### src/rtl/vga_pkg.sv
// ---------------------------------------------------------------------------
// vga_pkg
// Shared definitions for the VGA memory arbiter:
//   - default memory address / data widths
//   - width of the host stall statistic
//   - read-return tag carried alongside each memory access
// ---------------------------------------------------------------------------
package vga_pkg;

    localparam int ADDR_W_DEFAULT = 16;
    localparam int DATA_W_DEFAULT = 8;
    localparam int STALL_CNT_W    = 16;

    // Identifies who owns the read data coming back from memory.
    typedef enum logic [1:0] {
        TAG_NONE  = 2'd0,
        TAG_FETCH = 2'd1,
        TAG_HOST  = 2'd2
    } tag_e;

endpackage : vga_pkg

### src/rtl/vga_sat_counter.sv
// ---------------------------------------------------------------------------
// vga_sat_counter
// Up-counter that sticks at all-ones instead of wrapping.
//
// Ports:
//   clk_pix  in   clock
//   rst_n    in   asynchronous active-low reset, clears count to 0
//   inc      in   add one this cycle (ignored once saturated)
//   count    out  current count value
// ---------------------------------------------------------------------------
module vga_sat_counter #(
    parameter int WIDTH = 16
) (
    input  logic             clk_pix,
    input  logic             rst_n,
    input  logic             inc,
    output logic [WIDTH-1:0] count
);

    logic [WIDTH-1:0] count_d;
    logic [WIDTH-1:0] count_q;

    always_comb begin
        count_d = count_q;
        if (inc && (count_q != '1)) begin
            count_d = count_q + WIDTH'(1);
        end
    end

    always_ff @(posedge clk_pix or negedge rst_n) begin
        if (!rst_n) begin
            count_q <= '0;
        end else begin
            count_q <= count_d;
        end
    end

    assign count = count_q;

endmodule : vga_sat_counter

### src/rtl/vga_mem_arbiter.sv
// ---------------------------------------------------------------------------
// vga_mem_arbiter
// Shares one single-port synchronous memory between the display fetch path
// and a host port. The display always wins; the host is served only in
// cycles without a fetch and is never guaranteed progress.
//
// Every accepted request is registered onto mem_* on the next edge. Reads
// carry a tag through a two-stage pipeline matching the one-cycle memory
// latency, so returns come back exactly two cycles after acceptance and in
// request order.
//
// Ports:
//   clk_pix          in   pixel clock (only clock)
//   rst_n            in   asynchronous active-low reset
//   fetch_req/addr   in   display read request, no back-pressure
//   fetch_valid/data out  display read return (data holds while valid low)
//   host_valid/we/addr/wdata in  host request
//   host_ready       out  combinational, = ~fetch_req
//   host_rvalid/rdata out host read return (data holds while valid low)
//   mem_en/we/addr/wdata out  memory request
//   mem_rdata        in   memory read data, one cycle after a read
//   host_stall_cnt   out  host stall statistic
//
// Build option:
//   VGA_ARB_STALL_STATS_EN  when defined, host_stall_cnt counts cycles with
//                           host_valid=1 and host_ready=0 (saturating);
//                           otherwise it is tied to 0.
// ---------------------------------------------------------------------------
module vga_mem_arbiter
    import vga_pkg::*;
#(
    parameter int ADDR_W = ADDR_W_DEFAULT,
    parameter int DATA_W = DATA_W_DEFAULT
) (
    input  logic                   clk_pix,
    input  logic                   rst_n,

    input  logic                   fetch_req,
    input  logic [ADDR_W-1:0]      fetch_addr,
    output logic                   fetch_valid,
    output logic [DATA_W-1:0]      fetch_data,

    input  logic                   host_valid,
    input  logic                   host_we,
    input  logic [ADDR_W-1:0]      host_addr,
    input  logic [DATA_W-1:0]      host_wdata,
    output logic                   host_ready,
    output logic                   host_rvalid,
    output logic [DATA_W-1:0]      host_rdata,

    output logic                   mem_en,
    output logic                   mem_we,
    output logic [ADDR_W-1:0]      mem_addr,
    output logic [DATA_W-1:0]      mem_wdata,
    input  logic [DATA_W-1:0]      mem_rdata,

    output logic [STALL_CNT_W-1:0] host_stall_cnt
);

    logic              host_acc;

    logic              mem_en_d,    mem_en_q;
    logic              mem_we_d,    mem_we_q;
    logic [ADDR_W-1:0] mem_addr_d,  mem_addr_q;
    logic [DATA_W-1:0] mem_wdata_d, mem_wdata_q;

    // Stage 0 lines up with the request on mem_*, stage 1 with mem_rdata.
    tag_e              tag_s0_d, tag_s0_q;
    tag_e              tag_s1_d, tag_s1_q;

    logic [DATA_W-1:0] fetch_data_d, fetch_data_q;
    logic [DATA_W-1:0] host_rdata_d, host_rdata_q;

    // ------------------------------------------------------------------
    // Arbitration: the display has absolute priority.
    // ------------------------------------------------------------------
    assign host_ready = ~fetch_req;
    assign host_acc   = host_valid & ~fetch_req;

    // NOTE: every signal assigned in an always_comb gets a default first, so
    // no path through the block leaves it unassigned and no latch is inferred.
    always_comb begin
        mem_en_d    = 1'b0;
        mem_we_d    = 1'b0;
        mem_addr_d  = mem_addr_q;
        mem_wdata_d = mem_wdata_q;
        tag_s0_d    = TAG_NONE;

        if (fetch_req) begin
            mem_en_d   = 1'b1;
            mem_addr_d = fetch_addr;
            tag_s0_d   = TAG_FETCH;
        end else if (host_acc) begin
            mem_en_d   = 1'b1;
            mem_we_d   = host_we;
            mem_addr_d = host_addr;
            if (host_we) begin
                mem_wdata_d = host_wdata;
            end else begin
                // Writes return nothing, so only reads occupy a tag slot.
                tag_s0_d = TAG_HOST;
            end
        end
    end

    assign tag_s1_d = tag_s0_q;

    // ------------------------------------------------------------------
    // Read return. The memory already registers its output, so the data
    // ports pass mem_rdata straight through in the valid cycle and a
    // holding register keeps the last value afterwards.
    // ------------------------------------------------------------------
    assign fetch_valid = (tag_s1_q == TAG_FETCH);
    assign host_rvalid = (tag_s1_q == TAG_HOST);

    always_comb begin
        fetch_data_d = fetch_data_q;
        host_rdata_d = host_rdata_q;
        if (fetch_valid) begin
            fetch_data_d = mem_rdata;
        end
        if (host_rvalid) begin
            host_rdata_d = mem_rdata;
        end
    end

    assign fetch_data = fetch_data_d;
    assign host_rdata = host_rdata_d;

    // ------------------------------------------------------------------
    // State. Clearing the tag stages on reset is what discards reads that
    // were in flight when reset arrived.
    // ------------------------------------------------------------------
    // NOTE: sequential state uses non-blocking assignments so every flop
    // samples pre-edge values regardless of statement order.
    always_ff @(posedge clk_pix or negedge rst_n) begin
        if (!rst_n) begin
            mem_en_q     <= 1'b0;
            mem_we_q     <= 1'b0;
            mem_addr_q   <= '0;
            mem_wdata_q  <= '0;
            tag_s0_q     <= TAG_NONE;
            tag_s1_q     <= TAG_NONE;
            fetch_data_q <= '0;
            host_rdata_q <= '0;
        end else begin
            mem_en_q     <= mem_en_d;
            mem_we_q     <= mem_we_d;
            mem_addr_q   <= mem_addr_d;
            mem_wdata_q  <= mem_wdata_d;
            tag_s0_q     <= tag_s0_d;
            tag_s1_q     <= tag_s1_d;
            fetch_data_q <= fetch_data_d;
            host_rdata_q <= host_rdata_d;
        end
    end

    assign mem_en    = mem_en_q;
    assign mem_we    = mem_we_q;
    assign mem_addr  = mem_addr_q;
    assign mem_wdata = mem_wdata_q;

    // ------------------------------------------------------------------
    // Host stall statistic.
    // ------------------------------------------------------------------
`ifdef VGA_ARB_STALL_STATS_EN
    vga_sat_counter #(
        .WIDTH (STALL_CNT_W)
    ) u_stall_cnt (
        .clk_pix (clk_pix),
        .rst_n   (rst_n),
        .inc     (host_valid & ~host_ready),
        .count   (host_stall_cnt)
    );
`else
    assign host_stall_cnt = '0;
`endif

endmodule : vga_mem_arbiter

### config.mk
export PLATFORM = sky130hd
export DESIGN_NAME = vga_mem_arbiter
export DESIGN_NICKNAME = d
export VERILOG_FILES = /design/src/rtl/vga_pkg.sv /design/src/rtl/vga_sat_counter.sv /design/src/rtl/vga_mem_arbiter.sv
export SDC_FILE = /design/constraint.sdc
export NUM_CORES = 1
export LEC_CHECK = 0
export ABC_AREA = 0
export CORE_MARGIN = 2
export CORE_UTILIZATION = 40
export CTS_CLUSTER_DIAMETER = 150
export CTS_CLUSTER_SIZE = 10
export DETAILED_ROUTE_END_ITERATION = 8
export PLACE_DENSITY_LB_ADDON = 0.1
export SYNTH_ARGS = -nofsm -noshare
export SYNTH_HDL_FRONTEND = slang
export SYNTH_SLANG_ARGS = --single-unit
### constraint.sdc
create_clock -name clk_pix -period 3.4 [get_ports clk_pix]
set_clock_uncertainty 0.2 [all_clocks]
set_input_delay 0.68 -clock clk_pix [delete_from_list [all_inputs] [get_ports clk_pix]]
set_output_delay 0.68 -clock clk_pix [all_outputs]
set_load 0.01 [all_outputs]
==> impl_metrics.yaml, run 1 <==
timing:
  period_share_pct: 81.6
  fin_ws_ns: 0.626
  final_max_slew_viol_count: 0
  fmax_mhz: 361
  worstMarginPinSlew_ns: 1.01
  setup_tns_ns: 0
  hold_violations: 0
  max_slew_margin_pct: 32.6
  setup_violations: 0
  fin_crit_ns: 2.77
  rsz0062_at_grt: "false"
logic_synthesis:
  synth-main-ff-cell: "dfrtp_1"
  ys_ff_latch: 46
  synth_area_per_cell_um2: 12.9
  async_flop_share_pct: 100
  synth_top_cell_by_area: "dfrtp_1"
  synthTopCellsByCount: "dfrtp_1 (46), mux2_2 (24)"
  synth_edf_count: 0
  synth_cell_type_count: 16
  synth_warnings: 0
  yosysTopAreaCellShare_pct: 59.0
  netlist_area_um2: 1950
  synth.most_common_cell: "dfrtp_1"
  synth_area_leaders: "dfrtp_1 (59%), mux2_2 (14%), mux2i_1 (8.2%)"
  seq_area_frac_synth_pct: 59.0
  syn_inst: 151
global_routing:
  grt_pass1_vias: 1329
  grt_pass1_wl_mm: 6.09
  grt_antenna_before_repair: 0
  grt_max_degree: 47
  grt_use_total_pct: 14.8
  grt-ovfl-total: 0
critical_path:
  crit_path_top_delay_cell: "clkdlybuf4s50_1"
  end_kind: "output pin"
  required_ns: 2.52
  path_class: "flip-flop to output pin"
  worstSetupStartpointType: "flip-flop"
  regToRegStartpoint: "tag_s1_q[1]"
  critPathMaxStageDelay_ns: 0.49
  crit_start: "tag_s1_q[1]"
  arrival_ns: 1.89
  crit_fanout: 9
  crit_chain: "nand2b_1 > mux2_2 > clkdlybuf4s50_1"
power:
  power_frac_clock_pct: 24.9
  p_sw_share_pct: 24.6
  power.total_w: 0.00134
  p_per_area_nw_per_um2: 446
  p_comb_share_pct: 27.3
  seqPwrFrac_pct: 47.9
  peakVddDrop_mv: 0.195
  intPower_w: 0.00101
  p_switching_w: 0.000330
  cellLeakagePower_nw: 1.34
placed_design:
  gp_congestion: 0.655
  io_buffers: 97
  place.detailed.hpwl_mm: 2.86
  place_ws_ns: 0.640
status:
  outcome: "completed"
die:
  row_count: 25
  start_util_pct: 41.3
  core_area_um2: 4720
  fp.dieW_um: 73.9
  dieArea_um2: 5450
  die_h_um: 73.9
  ios: 114
clock_tree:
  cts_root_buf: "clkbuf_8"
  htreeDepth: 2
  ctsLongestPathBuffers: 2
  cts_hold_buffers: 0
  clock_sinks: 46
  cts_resized: 0
  clkTransAtPathRegs_ns: 0.08
  insertion_delay_ns: 0.29
  cts_tree: "built"
  cts_made_buffers: 5
  cts_setup_buffers: 0
run:
  maxCapViolations: 0
final_layout:
  fin_nets: 302
  seq_area_um2: 1150
  multiInputGateArea_um2: 677
  drive_above_1_share_pct: 14.8
  fillers: 397
  syn2layout_area_growth_pct: 53.8
  antenna_cells: 0
worst_hold_path:
  min_from: "tag_s0_q[1]"
  hp-class: "flip-flop to flip-flop"
route:
  wl_mm: 3.93
  wl_per_cell_um: 12.4
  drtPass1Iterations: 3
  drt_iter0_markers: 73
  vias: 1369
  via_per_inst: 4.32
  drc: 0
  ant_nets: 0
==> critical path, delay by kind of cell (launching register included) <==
family,cells,cell delay [ns]
buffers and inverters,1,0.49
multiplexers,1,0.40
flip-flops,1,0.39
AND/OR/NAND/NOR,1,0.33
==> cell type report <==
cell class,count,area share (%)
clock buffer,7,2.88
clock inverter,1,0.167
inverter,3,0.375
multi-input combinational,93,22.5
sequential,46,38.3
tap,67,2.79
timing repair buffer,100,32.9
==> cells by family after synthesis <==
family                 after synthesis  synth area share (%)
AOI/OAI and AO/OA                   16                  4.10
other                                1                 0.192
and+or+nand+nor                     21                  5.45
buffers and inverters               27                  9.23
DFF                                 46                  59.0
muxes                               40                  22.1
==> cells in the final DEF, fill, tap and decap left out, types with 3 or more instances in the layout <==
cell             count
buf_4                3
clkbuf_8             6
clkdlybuf4s50_1     96
conb_1              16
dfrtp_1             46
inv_1                3
mux2_2              24
mux2i_1             16
nand2_1             16
o21ai_0             16
==> power groups by stage <==
stage	combinational (W)	sequential, W	clock [W]
detailed placement	0.000371	0.000653	0
floorplan	0.000139	0.000669	0
finish	0.000366	0.000642	0.000333
CTS	0.000371	0.000643	0.000348
global route	0.000397	0.000650	0.000370
global placement	0.000368	0.000652	0
==> flip-flops by register name (all words and copies together), names as in the netlist <==
register,count
mem_we,1
host_rdata_q,8
tag_s0_q,2
mem_en,1
mem_addr,16
fetch_data_q,8
mem_wdata,8
tag_s1_q,2
==> per-layer routing <==
metal,share of wire (%),vias to the layer above,GRT usage [%]
met5,0,-,0
met4,0.43,0,4.24
met3,9.8,2,6.86
met2,48,66,24.1
met1,42,634,17.4
li1,-,667,-
==> final timing paths <==
check	to	slack, ns	cells past startpoint
max	host_rdata[4]	0.63	3
min	tag_s1_q[1]	0.16	0
max reg2reg	host_rdata_q[4]	1.96	2
min reg2reg	tag_s1_q[1]	0.16	0
max in group asynchronous	mem_wdata[3]	2.02	1
min in group asynchronous	host_rdata_q[0]	0.36	1
==> metrics by stage <==
step           cell area, um2  hold slack, ns  utilization (%)  cells
2_1_floorplan            2010           0.131                -    166
3_3_place_gp             2910           0.132             61.6    309
3_5_place_dp             2910           0.151             61.6    309
4_1_cts                  3000           0.171             63.6    317
5_1_grt                  3000           0.176             63.6    317
6_report                 3000           0.163             63.6    317
Note: power is estimated with default switching activity, not from simulation.
==> run 2: changes to the inputs <==
--- a/config.mk
+++ b/config.mk
@@ -7,7 +7,7 @@
 export LEC_CHECK = 0
 export ABC_AREA = 0
 export CORE_MARGIN = 2
-export CORE_UTILIZATION = 40
+export CORE_UTILIZATION = 34
 export CTS_CLUSTER_DIAMETER = 150
 export CTS_CLUSTER_SIZE = 10
 export DETAILED_ROUTE_END_ITERATION = 8
==> constraint.sdc (replaced) <==
create_clock -name clk_pix -period 2.5 [get_ports clk_pix]
set_clock_uncertainty 0.2 [all_clocks]
set_input_delay 0.5 -clock clk_pix [delete_from_list [all_inputs] [get_ports clk_pix]]
set_output_delay 0.5 -clock clk_pix [all_outputs]
set_load 0.01 [all_outputs]
==> impl_metrics.yaml, run 2 (synthesis results as in run 1) <==
timing:
  hold_violations: 0
  fin_ws_ns: 0.0899
  rsz0062_at_grt: "false"
  worstMarginPinSlew_ns: 0.526
  fin_crit_ns: 2.41
  setup_violations: 0
  setup_tns_ns: 0
  final_max_slew_viol_count: 0
  period_share_pct: 96.4
  fmax_mhz: 415
  max_slew_margin_pct: 64.9
route:
  ant_nets: 0
  wl_mm: 4.15
  vias: 1405
  drtPass1Iterations: 2
  drt_iter0_markers: 27
  drc: 0
  wl_per_cell_um: 12.7
  via_per_inst: 4.31
global_routing:
  grt_use_met1_pct: 16.6
  grt_antenna_before_repair: 0
  grt_use_met2_pct: 21.7
  grt_pass1_vias: 1439
  grt_use_total_pct: 13.6
  grt-ovfl-total: 0
  grt_max_degree: 37
  grt_pass1_wl_mm: 6.71
  grtUsageMet3_pct: 5.54
  grt_busiest_layer: "met2"
final_layout:
  antenna_cells: 0
  fillers: 515
  drive_above_1_share_pct: 16.1
  fin_nets: 306
  layout_commonest_cell: "clkdlybuf4s50_1"
  final_cell_mix: "clkdlybuf4s50_1 (88), dfrtp_1 (46), mux2_2 (24)"
  syn2layout_area_growth_pct: 56.3
  fin_area_um2: 3050
  fin_cells: 326
  largest_reg_flops: 16
clock_tree:
  insertion_delay_ns: 0.29
  cts_tree: "built"
  cts_root_buf: "clkbuf_8"
  clock_sinks: 46
  htreeDepth: 2
  ctsLongestPathBuffers: 2
  clkTransAtPathRegs_ns: 0.08
  cts_made_buffers: 5
die:
  die_h_um: 79.8
  start_util_pct: 35.2
  fp.dieW_um: 79.8
  dieArea_um2: 6360
  row_count: 27
  core_area_um2: 5540
  ios: 114
power:
  p_switching_w: 0.000456
  seqPwrFrac_pct: 47.9
  p_sw_share_pct: 25.0
  cellLeakagePower_nw: 1.38
  peakVddDrop_mv: 0.262
  power.total_w: 0.00183
  p_comb_share_pct: 27.1
  intPower_w: 0.00137
  power_frac_clock_pct: 25.1
  p_per_area_nw_per_um2: 598
critical_path:
  worstSetupStartpointType: "flip-flop"
  required_ns: 1.80
  crit_fanout: 9
  path_class: "flip-flop to output pin"
  end_kind: "output pin"
  arrival_ns: 1.71
  r2r_slack_ns: 1.11
placed_design:
  place_inst: 316
  gp_congestion: 0.710
  dpl_cell_area_um2: 2950
  io_buffers: 97
  place_ws_ns: 0.106
  place.detailed.hpwl_mm: 3.09
worst_hold_path:
  hp-class: "flip-flop to flip-flop"
run:
  maxCapViolations: 0
status:
  outcome: "completed"
-- run 2: path summary, 6_finish.rpt --
kind / startpoint / end / cells after the start
worst max-delay path: tag_s1_q[1] / host_rdata[3] / 3
worst min-delay path: tag_s0_q[1] / tag_s1_q[1] / 0
worst max register to register: tag_s1_q[1] / fetch_data_q[0] / 3
worst min register to register: tag_s0_q[1] / tag_s1_q[1] / 0
max in group asynchronous: rst_n / mem_addr[6] / 3
min in group asynchronous: rst_n / host_rdata_q[5] / 2
-- run 2: power by group through the flow --
| stage | sequential (W) | combinational [W] | clock (W) |
|---|---|---|---|
| after floorplan | 0.000909 | 0.000189 | 0 |
| after global placement | 0.000887 | 0.000507 | 0 |
| after detailed placement | 0.000889 | 0.000511 | 0 |
| after CTS | 0.000875 | 0.000503 | 0.000484 |
| after global routing | 0.000885 | 0.000537 | 0.000515 |
| final | 0.000874 | 0.000494 | 0.000457 |
-- run 2: what timing repair did --
action,4_1_cts,5_1_grt
gates resized for setup,10,0
hold endpoints to repair,21,0
hold buffers,1,0
setup endpoints to repair,16,0
setup buffers,1,0
-- run 2: layer usage --
layer  vias up  share of wire [%]
li1        675                  -
met1       651                 43
met2        73                 45
met3         6                 11
met4         0                1.0
met5         -                  0
-- run 2: per-stage QoR --
step           utilization, %  hold slack, ns
4_1_cts                  55.1           0.156
3_5_place_dp             53.2           0.137
3_3_place_gp             53.2           0.132
6_report                 55.1           0.153
2_1_floorplan               -         0.00441
5_1_grt                  55.1           0.161
-- run 2: worst max-delay path, cell delays in order, from the launching register on --
cell and delay [ns]:
dfrtp_1 0.41, nand2b_4 0.15, mux2_2 0.36, clkdlybuf4s50_1 0.50
-- run 2: final cells by class --
type | instances | area, um2 | area share (%)
flip-flops and latches | 46 | 1150 | 37.7
repair buffers | 104 | 1020 | 33.5
multi-input cells | 93 | 684 | 22.4
well taps | 72 | 90.1 | 2.95
clock buffers | 7 | 86.3 | 2.83
inverters | 3 | 11.3 | 0.369
clock inverters | 1 | 5.00 | 0.164
